`src/rtl/seg_scan.sv`:
```
// seg_scan: eight-digit multiplexed seven-segment scanner.
// A prescaler sets the digit step rate; display data is double-buffered
// (pending -> shadow) and the shadow is swapped only when the scan wraps
// from digit 7 to digit 0, so a frame never shows a mix of old and new data.
// Optional build macro SEG_BLANK_EN enables leading-zero blanking.
module seg_scan #(
  parameter int         SCAN_DIV = 50000,
  parameter logic [7:0] DP_MASK  = 8'h00
) (
  input  logic        clk_board,
  input  logic        rst,
  input  logic [31:0] data,
  input  logic        data_valid,
  output logic [7:0]  an,
  output logic [6:0]  seg,
  output logic        dp,
  output logic        frame_done
);

  localparam int            PW         = (SCAN_DIV > 1) ? $clog2(SCAN_DIV) : 1;
  localparam logic [PW-1:0] PRESC_LAST = PW'(SCAN_DIV - 1);

  logic [PW-1:0] presc_reg, presc_next;
  logic [2:0]    digit_reg, digit_next;
  logic          run_reg, run_next;
  logic [31:0]   shadow_reg, shadow_next;
  logic [31:0]   pend_data_reg, pend_data_next;
  logic          pend_flag_reg, pend_flag_next;
  logic [7:0]    an_reg, an_next;
  logic [6:0]    seg_reg, seg_next;
  logic          dp_reg, dp_next;
  logic          frame_done_reg, frame_done_next;

  logic          step;
  logic          wrap;
  logic [3:0]    nib_arr [8];
  logic [3:0]    cur_nib;
  logic [6:0]    seg_dec;
  logic          digit_blank;

  // Split the (next) shadow word into nibbles, one per digit.
  for (genvar gi = 0; gi < 8; gi++) begin : g_nib
    assign nib_arr[gi] = shadow_next[4*gi +: 4];
  end

  // Scan timing and double-buffer control. run_reg stays low after reset
  // until the first full prescaler period, so digit 0 is first lit one
  // whole step after reset release rather than immediately.
  always_comb begin
    step            = (presc_reg == PRESC_LAST);
    presc_next      = step ? '0 : presc_reg + 1'b1;
    run_next        = run_reg | step;
    wrap            = step && run_reg && (digit_reg == 3'd7);
    digit_next      = digit_reg;
    shadow_next     = shadow_reg;
    pend_data_next  = pend_data_reg;
    pend_flag_next  = pend_flag_reg;
    frame_done_next = wrap;
    if (step && run_reg) begin
      digit_next = digit_reg + 3'd1;
    end
    if (wrap) begin
      // A load arriving exactly on the wrap goes straight to the shadow.
      if (data_valid) begin
        shadow_next = data;
      end else if (pend_flag_reg) begin
        shadow_next = pend_data_reg;
      end
      pend_flag_next = 1'b0;
    end else if (data_valid) begin
      pend_data_next = data;
      pend_flag_next = 1'b1;
    end
  end

`ifdef SEG_BLANK_EN
  logic [7:0] nz;
  logic [2:0] hi_idx;

  for (genvar gi = 0; gi < 8; gi++) begin : g_nz
    assign nz[gi] = |nib_arr[gi];
  end

  // Highest nonzero nibble; digits above it are blanked (digit 0 never is).
  always_comb begin
    hi_idx = 3'd0;
    for (int k = 1; k < 8; k++) begin
      if (nz[k]) hi_idx = 3'(k);
    end
    digit_blank = (digit_next > hi_idx);
  end
`else
  // All digits are always driven.
  always_comb begin
    digit_blank = 1'b0;
  end
`endif

  // Hex to active-low segment pattern {g,f,e,d,c,b,a}.
  always_comb begin
    cur_nib = nib_arr[digit_next];
    seg_dec = 7'h7F;
    case (cur_nib)
      4'h0: seg_dec = 7'h40;
      4'h1: seg_dec = 7'h79;
      4'h2: seg_dec = 7'h24;
      4'h3: seg_dec = 7'h30;
      4'h4: seg_dec = 7'h19;
      4'h5: seg_dec = 7'h12;
      4'h6: seg_dec = 7'h02;
      4'h7: seg_dec = 7'h78;
      4'h8: seg_dec = 7'h00;
      4'h9: seg_dec = 7'h10;
      4'hA: seg_dec = 7'h08;
      4'hB: seg_dec = 7'h03;
      4'hC: seg_dec = 7'h46;
      4'hD: seg_dec = 7'h21;
      4'hE: seg_dec = 7'h06;
      4'hF: seg_dec = 7'h0E;
      default: seg_dec = 7'h7F;
    endcase
  end

  // Output drive derived from next-state values so the registered pins
  // change in the same cycle the digit index does.
  always_comb begin
    an_next  = 8'hFF;
    seg_next = 7'h7F;
    dp_next  = 1'b1;
    if (run_next && !digit_blank) begin
      an_next  = ~(8'h01 << digit_next);
      seg_next = seg_dec;
      dp_next  = ~DP_MASK[digit_next];
    end
  end

  // State and output registers with synchronous reset.
  always_ff @(posedge clk_board) begin
    if (rst) begin
      presc_reg      <= '0;
      digit_reg      <= 3'd0;
      run_reg        <= 1'b0;
      shadow_reg     <= 32'h0;
      pend_data_reg  <= 32'h0;
      pend_flag_reg  <= 1'b0;
      an_reg         <= 8'hFF;
      seg_reg        <= 7'h7F;
      dp_reg         <= 1'b1;
      frame_done_reg <= 1'b0;
    end else begin
      presc_reg      <= presc_next;
      digit_reg      <= digit_next;
      run_reg        <= run_next;
      shadow_reg     <= shadow_next;
      pend_data_reg  <= pend_data_next;
      pend_flag_reg  <= pend_flag_next;
      an_reg         <= an_next;
      seg_reg        <= seg_next;
      dp_reg         <= dp_next;
      frame_done_reg <= frame_done_next;
    end
  end

  assign an         = an_reg;
  assign seg        = seg_reg;
  assign dp         = dp_reg;
  assign frame_done = frame_done_reg;

endmodule
```
`config.mk`:
```
export PLATFORM = sky130hd
export DESIGN_NAME = seg_scan
export DESIGN_NICKNAME = d
export VERILOG_FILES = /design/src/rtl/seg_scan.sv
export SDC_FILE = /design/constraint.sdc
export NUM_CORES = 1
export LEC_CHECK = 0
export CAP_MARGIN = 10
export CORE_ASPECT_RATIO = 0.8
export CORE_MARGIN = 10
export CORE_UTILIZATION = 30
export CTS_CLUSTER_SIZE = 30
export DETAILED_ROUTE_END_ITERATION = 7
export GPL_TIMING_DRIVEN = 0
export PLACE_DENSITY = 0.47
export SETUP_SLACK_MARGIN = 0.4
export SYNTH_ARGS = -nofsm -noshare
export SYNTH_HDL_FRONTEND = slang
export SYNTH_SLANG_ARGS = --single-unit
export TNS_END_PERCENT = 50
```
`constraint.sdc`:
```
create_clock -name clk_board -period 3.98 [get_ports clk_board]
set_input_delay 0.796 -clock clk_board [delete_from_list [all_inputs] [get_ports clk_board]]
set_output_delay 0.796 -clock clk_board [all_outputs]
set_load 0.1 [all_outputs]
```
==> results_dict.tcl, run 1 <==
set metrics [dict create \
    status "completed" \
    rsz0062_at_grt "true" \
    clock-sinks 101 \
    final_common_cell "dfxtp_1" \
    crit_path_max_incr_delay_ns 0.40 \
    crit_slowest_cell "dfxtp_1" \
    pre_cts_ws_ns -0.571 \
    ys_seq_elements 101 \
    netlist_area_um2 4780 \
    setup_ws_ns 0.363 \
    cts-htree-levels 3 \
    clkPwrFrac_pct 45.3 \
    worst_pin_slew_ns 0.990 \
    path_cells "ha_1 > ha_1 > and2_4 > buf_6 > buf_8 > buf_8 > a31oi_1 > nor2_1 > buf_4 > buf_4 > buf_4 > buf_4 > buf_4 > buf_4 > buf_4 > buf_4 > buf_4 > buf_4 > buf_4 > buf_4 > buf_4 > buf_4 > nor3_1" \
    dpl.cell_count 838 \
    path_buf_inv 17 \
    relSlewSlack_pct 33.8 \
    cp_common_cell "buf_4" \
    p_sw_share_pct 23.6 \
    placed_cell_area_um2 5550 \
    instances_no_fill 914 \
    route.detailed.wl_per_inst_um 19.1 \
    layout_common_cells "dfxtp_1 (99), nand2_1 (86), nor2_1 (61)" \
    grt_max_degree 17 \
    overflow 0 \
    fmax_mhz 276 \
    p_int_mw 1.73 \
    power_frac_comb_pct 8.5 \
    layout.nets 738 \
    drcViolationCount 0 \
    finalSetupViolCount 0 \
    rr_worst_depth 23 \
    crit_path_end_kind "flop" \
    place_hpwl_um 11300 \
    die_w_um 161 \
    ir_worst_vdd_v 0.000204 \
    ff_latch_area_um2 2020 \
    pin_count 52 \
    cp_max_fo 8 \
    clock_skew_ns 0.0125 \
    track_usage_pct 15.3 \
    io_buffers 50 \
    worst_ep_arrival_time_ns 3.90 \
    p_leak_nw 2.38 \
    grt_first_pass_wirelength_um 25800 \
    cts_buffers 9 \
    drt-vias-per-instance 5.28 \
    clkLatencyLatePin_ns 0.36 \
    clk_pin_slew_ns 0.07 \
    design_area_um2 6800 \
    ys_warn_count 0 \
    grt_antenna_before_repair 0 \
    syn2layout_area_growth_pct 42.3 \
    diodes 0 \
    seq_area_frac_synth_pct 42.3 \
    gp_congestion 0.844 \
    drtIter0Drc 405 \
    synth.avg_cell_area_um2 8.34 \
    cp-start-kind "flop" \
    netlist-cell-type-count 60 \
    drtPass1Iterations 7 \
    drive_above_1_share_pct 23.7 \
    syn_nets 617 \
    tritoncts "done" \
    cts_root_buffer "clkbuf_16" \
    maxSlewViolCount 0 \
    r2r_setup_slack_ns 0.36 \
    synth-edff-count 0 \
    ant_nets 0 \
    min_period_over_period_pct 90.9 \
    path_class "reg -> reg" \
    multi_input_area_um2 2870 \
    drt-total-wl_um 17400 \
    power.switching_mw 0.534 \
    cap_violations 0 \
    syn_inst 573 \
    n_fill_cell 1594 \
    vias 4823 \
    core_area_um2 15700 \
    period_minus_slack_ns 3.62 \
    seq_power_share_pct 46.1 \
    hold_path.class "reg -> reg" \
    die_area_um2 21400 \
    async_reset_ff_share_pct 0 \
    synth_flop_cell "dfxtp_1" \
    start_util_pct 30.5 \
    critPathTopFamily "buffers and inverters" \
    crit_required_ns 4.26 \
    rows 41 \
    grt_pass1_vias 4524 \
    p_per_area_nw_per_um2 333 \
    fp.dieH_um 133 \
    hold_viol_final 0 \
    hold_depth 1 \
    crit_cells 23 \
    cts_buffer_depth 2 \
]
-- layer usage --
metal	up-vias	track usage, %	routed length [µm]
li1	2300	-	-
met1	2333	21.6	8620
met2	160	22.0	7500
met3	30	3.91	1010
met4	0	4.99	303
met5	-	0	0
-- cell families after synthesis --
logic type | synth area share, %
buffers and inverters | 4.89
flip-flops | 42.3
AO/OA/AOI/OAI | 22.8
AND/OR/NAND/NOR | 23.1
XOR/XNOR | 2.56
adder cells (fa/ha/maj) | 2.36
multiplexers | 1.94
other | 0.0784
-- timing repair --
action	in CTS	in global routing
endpoints found under the hold margin	0	0
setup endpoints to repair	7	8
hold buffers	0	0
pin swaps	9	15
setup buffers	31	27
gates cloned	0	2
resized for setup	31	69
-- path summary, 6_finish.rpt --
kind	startpoint	to
hold reg to reg	presc_reg[0]	presc_reg[0]
setup / recovery	digit_reg[1]	shadow_reg[29]
hold / removal	presc_reg[0]	presc_reg[0]
setup reg to reg	digit_reg[1]	shadow_reg[29]
-- through the flow --
step	total power [mW]	hold slack [ns]	util, %	TNS [ns]
final	2.26	0.427	43.3	0
after global routing	2.35	0.461	43.3	0
after CTS	2.27	0.457	39.7	0
after detailed placement	1.23	0.445	35.4	-3.09
after global placement	1.23	0.441	35.4	-3.05
after floorplan	1.15	0.430	-	0
-- worst reg2reg max path, stage by stage (launching register included) --
cell and delay (ns):
dfxtp_1 0.40, ha_1 0.24, ha_1 0.23, and2_4 0.17, buf_6 0.13, buf_8 0.13, buf_8 0.13, a31oi_1 0.17
nor2_1 0.09, buf_4 0.15, buf_4 0.12, buf_4 0.12, buf_4 0.12, buf_4 0.12, buf_4 0.12, buf_4 0.12
buf_4 0.12, buf_4 0.12, buf_4 0.12, buf_4 0.12, buf_4 0.12, buf_4 0.12, buf_4 0.12, nor3_1 0.17
-- synth_stat cells, types with 4 or more instances --
cell type  number  area share, %
ha_1            9            2.4
nand2_1        89            7.0
o22ai_1        26            3.4
nand4b_1        7            1.3
clkbuf_1       24            1.9
a32o_1          9            1.9
nor4_1          4           0.52
xor2_1          7            1.3
inv_1          12           0.94
dfxtp_1       101             42
nor3_1         15            1.6
nor2_1         61            4.8
xnor2_1         7            1.3
nand2b_1       14            1.8
o22a_1          6            1.1
a22o_1          9            1.6
mux2i_1         4           0.84
and2_1          4           0.52
or2_2           5           0.65
nand3_1         9           0.94
o21ai_1         5           0.52
buf_2           7           0.73
a31oi_1         7           0.92
a21oi_1        50            5.2
nor2b_1         5           0.65
o21ai_0         5           0.52
a211oi_1       16            2.5
-- layout make-up --
| cell class | count | area share (%) |
|---|---|---|
| sequential | 101 | 29.8 |
| inverter | 14 | 0.957 |
| clock inverter | 6 | 1.60 |
| tap | 215 | 3.96 |
| timing repair buffer | 109 | 14.6 |
| buffer | 39 | 3.51 |
| multi-input combinational | 420 | 42.2 |
| clock buffer | 10 | 3.37 |
-- power by group through the flow --
stage                     sequential [mW]  combinational, mW  clock, mW
final                                1.04              0.193       1.03
after global routing                 1.05              0.207       1.10
after CTS                            1.04              0.177       1.05
after detailed placement             1.07              0.163          0
after global placement               1.07              0.162          0
after floorplan                      1.06             0.0843          0
(Power assumes the default switching activity.)
==> run 2, diff against run 1 <==
Settings changed: GPL_TIMING_DRIVEN 0 to 1, PLACE_DENSITY 0.47 to 0.58, TNS_END_PERCENT 50 to unset.
==> results_dict.tcl, run 2 (synthesis results as in run 1) <==
set metrics [dict create \
    status "completed" \
    cts_buffer_depth 2 \
    rsz0062_at_grt "true" \
    cap_violations 0 \
    finalPower_mw 2.11 \
    clock_skew_ns 0.0103 \
    hold_viol_final 0 \
    p_leak_nw 2.11 \
    hold_depth 1 \
    power.switching_mw 0.516 \
    gp_congestion 0.863 \
    crit_slowest_cell "or4_4" \
    r2r_setup_slack_ns 0.45 \
    crit_path_max_incr_delay_ns 0.61 \
    clk_pin_slew_ns 0.07 \
    route.detailed.wl_per_inst_um 16.4 \
    fp.dieH_um 133 \
    ant_nets 0 \
    fin_util_pct 39.7 \
    hold_buffers 0 \
    drcViolationCount 0 \
    cp-start-kind "flop" \
    layout_common_cells "dfxtp_1 (99), nand2_1 (87), nor2_1 (60)" \
    drt-vias-per-instance 5.30 \
    crit_required_ns 4.18 \
    clkLatencyLatePin_ns 0.35 \
    path_cells "or4_4 > nor4_4 > buf_6 > nor3_1 > a31oi_2 > a211oi_2 > a2111oi_2 > mux2i_4 > buf_4 > ha_2 > mux2_1 > nand2_1 > o211ai_1" \
    drt-total-wl_um 14000 \
    die_w_um 161 \
    drive_above_1_share_pct 17.9 \
    min_period_over_period_pct 88.7 \
    cts-htree-levels 3 \
    start_util_pct 30.5 \
    ir_worst_vdd_v 0.000230 \
    power_frac_comb_pct 7.4 \
    hold_path.class "reg -> reg" \
    clkPwrFrac_pct 43.2 \
    p_sw_share_pct 24.4 \
    overflow 0 \
    fmax_mhz 283 \
    io_buffers 50 \
    syn2layout_area_growth_pct 30.3 \
    core_area_um2 15700 \
    cts_root_buffer "clkbuf_16" \
    p_int_mw 1.60 \
    clock-sinks 101 \
    crit_path_end_kind "flop" \
    rows 41 \
    cp_max_fo 7 \
    maxSlewViolCount 0 \
    worst_pin_slew_ns 0.988 \
    cts_buffers 9 \
    drtIter0Drc 332 \
    path_class "reg -> reg" \
    grt_pass1_vias 4229 \
    worst_ep_arrival_time_ns 3.73 \
    grt_antenna_before_repair 0 \
    pin_count 52 \
    track_usage_pct 12.5 \
    final_common_cell "dfxtp_1" \
    grt_max_degree 46 \
    period_minus_slack_ns 3.53 \
    die_area_um2 21400 \
    diodes 0 \
    p_per_area_nw_per_um2 339 \
    drtPass1Iterations 5 \
    place_hpwl_um 9720 \
    setup_tns_ns 0 \
    rr_worst_depth 13 \
    relSlewSlack_pct 33.9 \
    seq_power_share_pct 49.4 \
    tritoncts "done" \
    layout.nets 676 \
    grt_first_pass_wirelength_um 22200 \
    finalSetupViolCount 0 \
    vias 4519 \
]
## run 2: cell types whose count changed in the layout (fill, tap and decap cells not counted), moves of 3 or more
cell	previous run	this run
o22ai_1	14	17
clkbuf_2	6	0
buf_8	4	1
clkbuf_1	18	0
buf_1	3	0
ha_1	3	6
buf_4	58	31
ha_4	5	1
## run 2: worst paths after layout
check / startpoint / end
min: presc_reg[0] / presc_reg[0]
max: presc_reg[13] / seg[5]
max reg2reg: presc_reg[13] / seg[5]
min reg2reg: presc_reg[0] / presc_reg[0]
## run 2: area by class of cell
cell class	instances	area, µm²
sequential	101	2030
fill	1605	9470
clock buffer	9	225
multi-input combinational	420	2780
inverter	14	52.6
clock inverter	7	81.3
tap	215	269
timing repair buffer	86	797
## run 2: critical path: cells and delay by family (launching register included)
| family | cells | cell delay (ns) |
|---|---|---|
| AND/OR/NAND/NOR | 4 | 0.99 |
| adder cells (fa/ha/maj) | 1 | 0.19 |
| buffers and inverters | 2 | 0.35 |
| multiplexers | 2 | 0.46 |
| flip-flops | 1 | 0.33 |
| AO/OA/AOI/OAI | 4 | 1.05 |
## run 2: per-stage QoR
step	hold WS, ns	worst slack, ns	std cells	instance area [µm²]
6_report	0.450	0.450	852	6230
4_1_cts	0.455	0.401	841	5910
2_1_floorplan	0.430	0.513	573	4780
3_5_place_dp	0.444	0.0134	822	5550
3_3_place_gp	0.438	0.129	822	5550
5_1_grt	0.475	0.269	852	6230
## run 2: power groups by stage
stage	Sequential (mW)	Combinational [mW]	Clock [mW]
2_1_floorplan	1.06	0.0843	0
3_3_place_gp	1.07	0.147	0
3_5_place_dp	1.07	0.149	0
4_1_cts	1.04	0.150	0.931
5_1_grt	1.05	0.172	0.970
6_report	1.04	0.157	0.912
## run 2: routing by layer
| layer | share of wire (%) | track usage [%] | wire length [µm] |
|---|---|---|---|
| met5 | 0 | 0 | 0 |
| met1 | 49 | 17.2 | 6920 |
| met3 | 5.5 | 3.07 | 775 |
| met2 | 44 | 18.8 | 6200 |
| met4 | 0.76 | 3.28 | 107 |
## run 2: repair_timing
action,CTS,global route
pin swaps,2,15
setup endpoints to repair,6,7
setup buffers,3,10
cloned,0,1
gates resized for setup,8,48
==> run 3, diff against run 2 <==
Clock period 3.98 ns to 3.38 ns, I/O delays scaled along.
==> results_dict.tcl, run 3 (synthesis results as in run 1) <==
set metrics [dict create \
    start_util_pct 30.5 \
    die_w_um 161 \
    p_leak_nw 2.32 \
    design_area_um2 6610 \
    clock-sinks 101 \
    cts_buffer_depth 2 \
    layout.nets 712 \
    relSlewSlack_pct 33.9 \
    maxSlewViolCount 0 \
    instances_no_fill 888 \
    clkLatencyLatePin_ns 0.35 \
    io_buffers 50 \
    holdWs_ns 0.454 \
    grt_max_degree 43 \
    fmax_mhz 301 \
    diodes 0 \
    die_area_um2 21400 \
    vias 4630 \
    worstReg2RegEnd "seg[0]" \
    ir_worst_vdd_v 0.000252 \
    clock_skew_ns 0.00808 \
    crit_slowest_cell "or4_4" \
    drt-vias-per-instance 5.21 \
    place_hpwl_um 10400 \
    tritoncts "done" \
    cts_root_buffer "clkbuf_16" \
    ant_nets 0 \
    cp_max_fo 7 \
    setup_tns_ns 0 \
    drive_above_1_share_pct 25.1 \
    path_cells "or4_4 > nor4_4 > and2_4 > buf_6 > a31oi_4 > o211a_1 > nor4_4 > buf_4 > a41oi_2 > buf_6 > buf_4 > or2_4 > a21oi_2 > o21ai_1" \
    drtIter0Drc 335 \
    min_period_over_period_pct 98.3 \
    r2r_start "presc_reg[10]" \
    worst_ep_arrival_time_ns 3.53 \
    status "completed" \
    clk_pin_slew_ns 0.07 \
    crit_required_ns 3.59 \
    n_fill_cell 1574 \
    worst_pin_slew_ns 0.988 \
    track_usage_pct 12.9 \
    path_buf_inv 4 \
    drtPass1Iterations 5 \
    final_common_cell "dfxtp_1" \
    crit_path_end_kind "flop" \
    r2r_setup_slack_ns 0.06 \
    p_per_area_nw_per_um2 385 \
    drt-total-wl_um 14600 \
    core_area_um2 15700 \
    gp_congestion 0.869 \
    rows 41 \
    dpl.cell_count 861 \
    pre_cts_ws_ns -0.304 \
    finalSetupViolCount 0 \
    hold_path.class "reg -> reg" \
    cp-start-kind "flop" \
    hold_viol_final 0 \
    holdPathEnd "pend_data_reg[20]" \
    overflow 0 \
    period_minus_slack_ns 3.32 \
    layout_common_cells "dfxtp_1 (98), nand2_1 (88), buf_4 (70)" \
    pin_count 52 \
    finalPower_mw 2.54 \
    route.detailed.wl_per_inst_um 16.5 \
    fp.dieH_um 133 \
    cts_buffers 9 \
    grt_first_pass_wirelength_um 23000 \
    grt_antenna_before_repair 0 \
    drcViolationCount 0 \
    critPathTopFamily "simple AND/OR/NAND/NOR gates" \
    crit_path_max_incr_delay_ns 0.60 \
    fin_util_pct 42.1 \
    rsz0062_at_grt "true" \
    syn2layout_area_growth_pct 38.2 \
    setup_ws_ns 0.0560 \
    hold_buffers 0 \
    cts-htree-levels 3 \
    hold_depth 2 \
    path_class "reg -> reg" \
    cap_violations 0 \
    min_from "pend_data_reg[20]" \
    placed_cell_area_um2 5870 \
    grt_pass1_vias 4485 \
    rr_worst_depth 14 \
]
## run 3: changes by cell type in the layout (fill, tap and decap cells not counted), sizes merged
cell,change
a32oi,+1
clkdlybuf4s50,-12
buf,+48
bufinv,+1
a21oi,-1
clkinvlp,+1
inv,-4
clkbuf,+2
## run 3: what timing repair did
| item | in CTS | in global routing |
|---|---|---|
| setup buffers | 3 | 6 |
| endpoints found under the setup margin | 7 | 7 |
| gates resized for setup | 23 | 44 |
| cloned | 0 | 2 |
| pin swaps | 9 | 10 |
## run 3: cell type report
type                    instances  area, µm²  area share, %
flip-flops and latches        101       2030           30.7
repair buffers                122       1090           16.5
inverters                      14       52.6          0.795
multi-input cells             420       2860           43.2
clock inverters                 5       85.1           1.29
well taps                     215        269           4.07
clock buffers                  11        233           3.52
## run 3: worst max-delay path by stage
stage                        from     end  slack [ns]  cells past startpoint
floorplan           presc_reg[10]  seg[3]        0.09                     16
global placement    presc_reg[10]  seg[0]       -0.23                     13
detailed placement  presc_reg[10]  seg[0]       -0.30                     13
CTS                 presc_reg[12]  seg[5]        0.02                     13
global route        presc_reg[10]  seg[3]       -0.16                     15
finish              presc_reg[10]  seg[0]        0.06                     14
## run 3: power by group
part / switching (mW) / internal [mW]
combinational: 0.112 / 0.0921
clock: 0.458 / 0.652
sequential: 0.0153 / 1.21
total: 0.585 / 1.96
## run 3: routing by layer
layer | up-vias | part of all wire (%) | GRT usage (%)
met5 | - | 0 | 0
li1 | 2232 | - | -
met2 | 146 | 46 | 20.2
met4 | 0 | 1.1 | 3.33
met1 | 2238 | 46 | 17.2
met3 | 14 | 6.1 | 3.44
## run 3: tightest hold or removal path, delay by kind of cell (launching register included)
kind	cells	cell delay [ns]
DFF	1	0.31
and+or+nand+nor	1	0.05
AOI/OAI and AO/OA	1	0.05
